**src/rtl/regfile_write_scheduler.sv**
```systemverilog
// Two-requester register-file write scheduler: round-robin arbitration with a
// registered one-cycle write stage. Optional write counter under RF_WR_COUNT_EN.
module regfile_write_scheduler #(
  parameter bit RESET_PRIO_A = 1'b1
) (
  input  logic       clk,
  input  logic       rst,
  input  logic       a_valid,
  input  logic [2:0] a_addr,
  input  logic [7:0] a_data,
  output logic       a_ready,
  input  logic       b_valid,
  input  logic [2:0] b_addr,
  input  logic [7:0] b_data,
  output logic       b_ready,
  output logic [7:0] rf_write_enable,
  output logic [7:0] rf_data_in,
`ifdef RF_WR_COUNT_EN
  output logic [7:0] wr_count,
`endif
  output logic       drop_r0
);

  logic       ptr_a_q, ptr_a_d;
  logic [7:0] we_q, we_d;
  logic [7:0] data_q, data_d;
  logic       drop_q, drop_d;
  logic       a_grant, b_grant;
  logic [2:0] sel_addr;

  // ptr_a_q set means A wins the next conflict; only conflicts move it.
  always_comb begin
    a_grant = !rst && a_valid && (!b_valid || ptr_a_q);
    b_grant = !rst && b_valid && (!a_valid || !ptr_a_q);
  end

  assign a_ready = a_grant;
  assign b_ready = b_grant;

  // NOTE: every variable gets a default first so no path leaves it unassigned,
  // which would otherwise infer a latch.
  always_comb begin
    ptr_a_d  = ptr_a_q;
    we_d     = '0;
    drop_d   = 1'b0;
    data_d   = data_q;
    sel_addr = a_grant ? a_addr : b_addr;
    if (a_valid && b_valid) ptr_a_d = ~ptr_a_q;
    if (a_grant || b_grant) begin
      data_d = a_grant ? a_data : b_data;
      if (sel_addr == 3'd0) drop_d = 1'b1;
      else                  we_d   = 8'b1 << sel_addr;
    end
  end

  // NOTE: state registers use non-blocking assignments so all flops update
  // together on the edge; async reset clears a pending strobe immediately.
  always_ff @(posedge clk or posedge rst) begin
    if (rst) begin
      ptr_a_q <= RESET_PRIO_A;
      we_q    <= '0;
      data_q  <= '0;
      drop_q  <= 1'b0;
    end else begin
      ptr_a_q <= ptr_a_d;
      we_q    <= we_d;
      data_q  <= data_d;
      drop_q  <= drop_d;
    end
  end

  assign rf_write_enable = we_q;
  assign rf_data_in      = data_q;
  assign drop_r0         = drop_q;

`ifdef RF_WR_COUNT_EN
  logic [7:0] cnt_q, cnt_d;

  // Counts at the commit edge, so writes discarded by reset never count.
  always_comb begin
    cnt_d = cnt_q;
    if (|we_q) cnt_d = cnt_q + 8'd1;
  end

  always_ff @(posedge clk or posedge rst) begin
    if (rst) cnt_q <= '0;
    else     cnt_q <= cnt_d;
  end

  assign wr_count = cnt_q;
`endif

endmodule

```
**config.mk**
```make
export PLATFORM = sky130hd
export DESIGN_NAME = regfile_write_scheduler
export DESIGN_NICKNAME = d
export VERILOG_FILES = /design/src/rtl/regfile_write_scheduler.sv
export SDC_FILE = /design/constraint.sdc
export NUM_CORES = 1
export LEC_CHECK = 0
export ABC_AREA = 1
export CELL_PAD_IN_SITES_DETAIL_PLACEMENT = 1
export CELL_PAD_IN_SITES_GLOBAL_PLACEMENT = 2
export CORE_ASPECT_RATIO = 1.1
export CORE_UTILIZATION = 23
export DETAILED_ROUTE_END_ITERATION = 10
export PLACE_DENSITY_LB_ADDON = 0.12
export SYNTH_ARGS = -nofsm -noshare
export SYNTH_HDL_FRONTEND = slang
export SYNTH_SLANG_ARGS = --single-unit
```
**constraint.sdc**
```tcl
create_clock -name clk -period 2.64 [get_ports clk]
set_input_delay 0.792 -clock clk [delete_from_list [all_inputs] [get_ports clk]]
set_output_delay 0.792 -clock clk [all_outputs]
set_load 0.01 [all_outputs]
```
==> results by stage, run 1 <==
Power:
- Summed over all cells, the static leakage comes to 0.760 nW.
- The areal power density over the cells is 607 nW/um2.
- The post-layout total power is 0.905 mW.
- Across the VDD grid, the largest voltage drop is roughly 0.19 mV.

Final layout:
- The diode insertion count for antenna repair is 0.
- The final layout contains roughly 190 nets.
- The finished cells cover between 1000 and 1500 um2.
- The post-route netlist has 11.4% of its cells at a drive strength greater than 1.
- In the layout the commonest cells are 40 x nand2_1, 39 x clkdlybuf4s50_1, 16 x inv_1, 16 x dfrtp_1, 14 x nand3_1.
- Compared with the post-synthesis result, the final layout area differs by 56.2%.
- The library cell used most frequently in the layout, excluding fill and tap cells, is nand2_1.

Clocking:
- The clock edge transition at the registers on the reported setup and hold paths is 0.07 ns.
- Buffers inserted during clock tree synthesis total 3.
- The tree is rooted in a clkbuf_8.
- The number of levels the H-tree was split into is 1.
- The setup fix buffers added after clock tree synthesis is 0.
- TritonCTS built the clock tree.
- The maximum buffer depth of the clock tree is 2.
- The source-to-sink clock delay at the later pin of the worst-skew pair is roughly 0.25 ns.
- The number of clock sinks seen by CTS is 17.

Min path:
- The worst hold path class is flip-flop to flip-flop.
- Counting instances, the worst hold path has a depth of 2.
- The worst hold path begins at rf_data_in[7].
- For hold timing, the worst endpoint is rf_data_in[7].

Die:
- Measured along the y axis, the die boundary spans 69.6 um.
- The core footprint is 3960 um2.
- The initial core utilization is about 24%.
- The die covers 4410 um2.
- The total I/O pin count is 45.
- The floorplan has 24 rows.
- The floorplan step set the die width to between 60 and 70 um.

GRT:
- The first-pass GRT wire length is 4570 um.
- For this run, the total global-route usage over all layers was measured as 13.7%.
- The maximum number of pins on one net before global-route repair is 18.
- Global routing finished with a remaining overflow of 0.
- The via count of the first global-routing pass came to 1030.
- The number of antenna violations at the first check in global routing is 0.

Place:
- At the end of routability-driven placement, the weighted congestion stood at ~0.75.
- After detailed placement, the total cell area comes to 1450 um2.
- Once detailed placement completed, the half-perimeter wirelength came to 2100 um.
- The number of input and output port buffers inserted is 43.

STA:
- For the final database, setup skew stands at 0.00153 ns.
- Setup repair after global routing left no endpoint under its margin.
- The final setup violation count is 0.
- The worst path in the final design needs a cycle of 2.53 ns, including I/O delays and setup.
- The final count of pins violating max slew was 0.
- Hold timing on the final database bottoms out at a slack of 0.481 ns.
- Dividing the final minimum period by the clock period gives 95.8%.
- Derived from the worst setup path, the maximum achievable clock frequency is 395 MHz.
- The final hold violation count was 0.

Yosys:
- Counting every instance in the synthesized netlist gives 120.
- The average cell area after synthesis is 7.96 um2.
- Synthesis produced a netlist with a net count of around 150.
- The Yosys step of the flow raised 0 warnings.
- In this run, distinct cell masters in the synthesized netlist total 17.
- The post-synthesis cell area is 955 um2.
- The portion of the post-synthesis area used by sequential elements is 44.7%.
- The synthesized design contains 17 register bits.

Worst setup path:
- The depth of the worst register-to-register path is 8.
- The data required time at the worst endpoint is around 1.9 ns.
- Of all nets on the critical path, the largest fanout is 3.
- Setup slack on the worst reg-to-reg path comes out at ~1.2 ns.
- The critical path startpoint category is an input port.
- The worst register-to-register path ends at rf_data_in[6].
- The nature of the critical path endpoint is an output pin.
- The source of the worst register-to-register timing path is ptr_a_q.
- The arrival time at the worst endpoint is 1.74 ns.
- The critical path in this run is classified as input port to output pin.

Drt:
- The remaining number of nets flagged by the antenna check after routing is 0.
- The number of violations reported at the end of detailed-routing iteration 0 is 18.
- The met3 layer wire length in the routed design is 139 um.
- The total vias in the final route is 941.
- Detailed routing placed a total of approximately 1400 um of wire on met2.
- The routed wirelength normalized by instance count is around 12 um.
- In the routed layout, each cell is associated on average with a via count of 4.30.
- The post-detailed-routing wire length is 2680 um.
- The detailed-routing wirelength on met1 is 1150 um.
- For this run, the detailed router's first-pass iteration total came to 4.
- The highest metal layer with signal wires is met4.
- The DRC violation count after routing is 0.

Outcome:
- The run finished with clean final reports.

Job:
- The tool flagged a number of max-cap violations equal to 0.
per-layer routing:
metal	up-vias	global-route usage [%]
li1	454	-
met2	27	24.9
met1	458	15.1
met3	2	2.80
met5	-	0
met4	0	5.30
Yosys cell counts:
cell type,n,area (um2)
xor2_1,1,8.76
nand3_4,2,35.0
dfrtp_1,16,400
buf_2,1,5.00
nand2_2,1,6.26
conb_1,1,3.75
buf_4,2,15.0
inv_1,16,60.1
nand3b_1,9,67.6
nor2_1,8,30.0
nor2_8,1,20.0
dfstp_2,1,26.3
nand2_4,2,22.5
nand2_1,40,150
buf_6,2,22.5
nand3_1,14,70.1
inv_2,3,11.3
cell families (layout without fill, tap and decap cells):
family | after synthesis | after routing | synth area share, %
other | 1 | 1 | 0.393
and+or+nand+nor | 77 | 77 | 42.1
xor gates and xnor gates | 1 | 1 | 0.918
buffers and inverters | 24 | 71 | 11.9
DFF | 17 | 17 | 44.7
how the worst max path moves through the flow:
stage	start	end	slack, ns
floorplan	rst	b_ready	0.32
global placement	rst	a_ready	-0.26
detailed placement	a_valid	a_ready	-0.28
CTS	a_valid	a_ready	0.02
global route	b_valid	b_ready	0.05
finish	b_valid	a_ready	0.11
critical path: stages:
cell and delay [ns]:
clkdlybuf4s50_1 0.52, nand2_2 0.09, nand2_4 0.07, inv_2 0.03
clkdlybuf4s15_1 0.23
layout make-up:
class	count	area, um2
fillers	503	2470
repair buffers	48	468
flip-flops and latches	17	427
multi-input cells	79	414
inverters	19	71.3
well taps	52	65.1
clock buffers	3	41.3
clock inverters	1	5.00
flip-flops by register name (all words and copies together) (netlist names):
signal	count
drop_r0	1
ptr_a_q	1
rf_data_in	8
rf_write_enable	7
repair_timing:
action	4_1_cts	5_1_grt
gates resized for setup	4	1
gates cloned	0	0
hold buffers	0	0
endpoints found under the setup margin	2	2
power breakdown:
group / switching (mW) / internal (mW) / leakage [nW]
Sequential: 0.0288 / 0.321 / 0.218
Clock: 0.0906 / 0.105 / 0.0255
Combinational: 0.181 / 0.179 / 0.516
metrics by stage:
step | TNS (ns) | instances | setup slack (ns) | utilization (%)
4_1_cts | 0 | 219 | 0.0201 | 37.6
3_5_place_dp | -0.547 | 215 | -0.279 | 36.5
6_report | 0 | 219 | 0.110 | 37.6
3_3_place_gp | -0.515 | 215 | -0.263 | 36.5
5_1_grt | 0 | 219 | 0.0512 | 37.6
2_1_floorplan | 0 | 120 | 0.320 | -
Power figures use the tool's default switching activity.
==> inputs of run 2 (changes only) <==
--- a/config.mk
+++ b/config.mk
@@ -6,6 +6,7 @@
 export NUM_CORES = 1
 export LEC_CHECK = 0
 export ABC_AREA = 1
+export ABC_CLOCK_PERIOD_IN_PS = 2640
 export CELL_PAD_IN_SITES_DETAIL_PLACEMENT = 1
 export CELL_PAD_IN_SITES_GLOBAL_PLACEMENT = 2
 export CORE_ASPECT_RATIO = 1.1
==> results of run 2 <==
No change in the layout: final DEF, timing and power equal those of run 1.
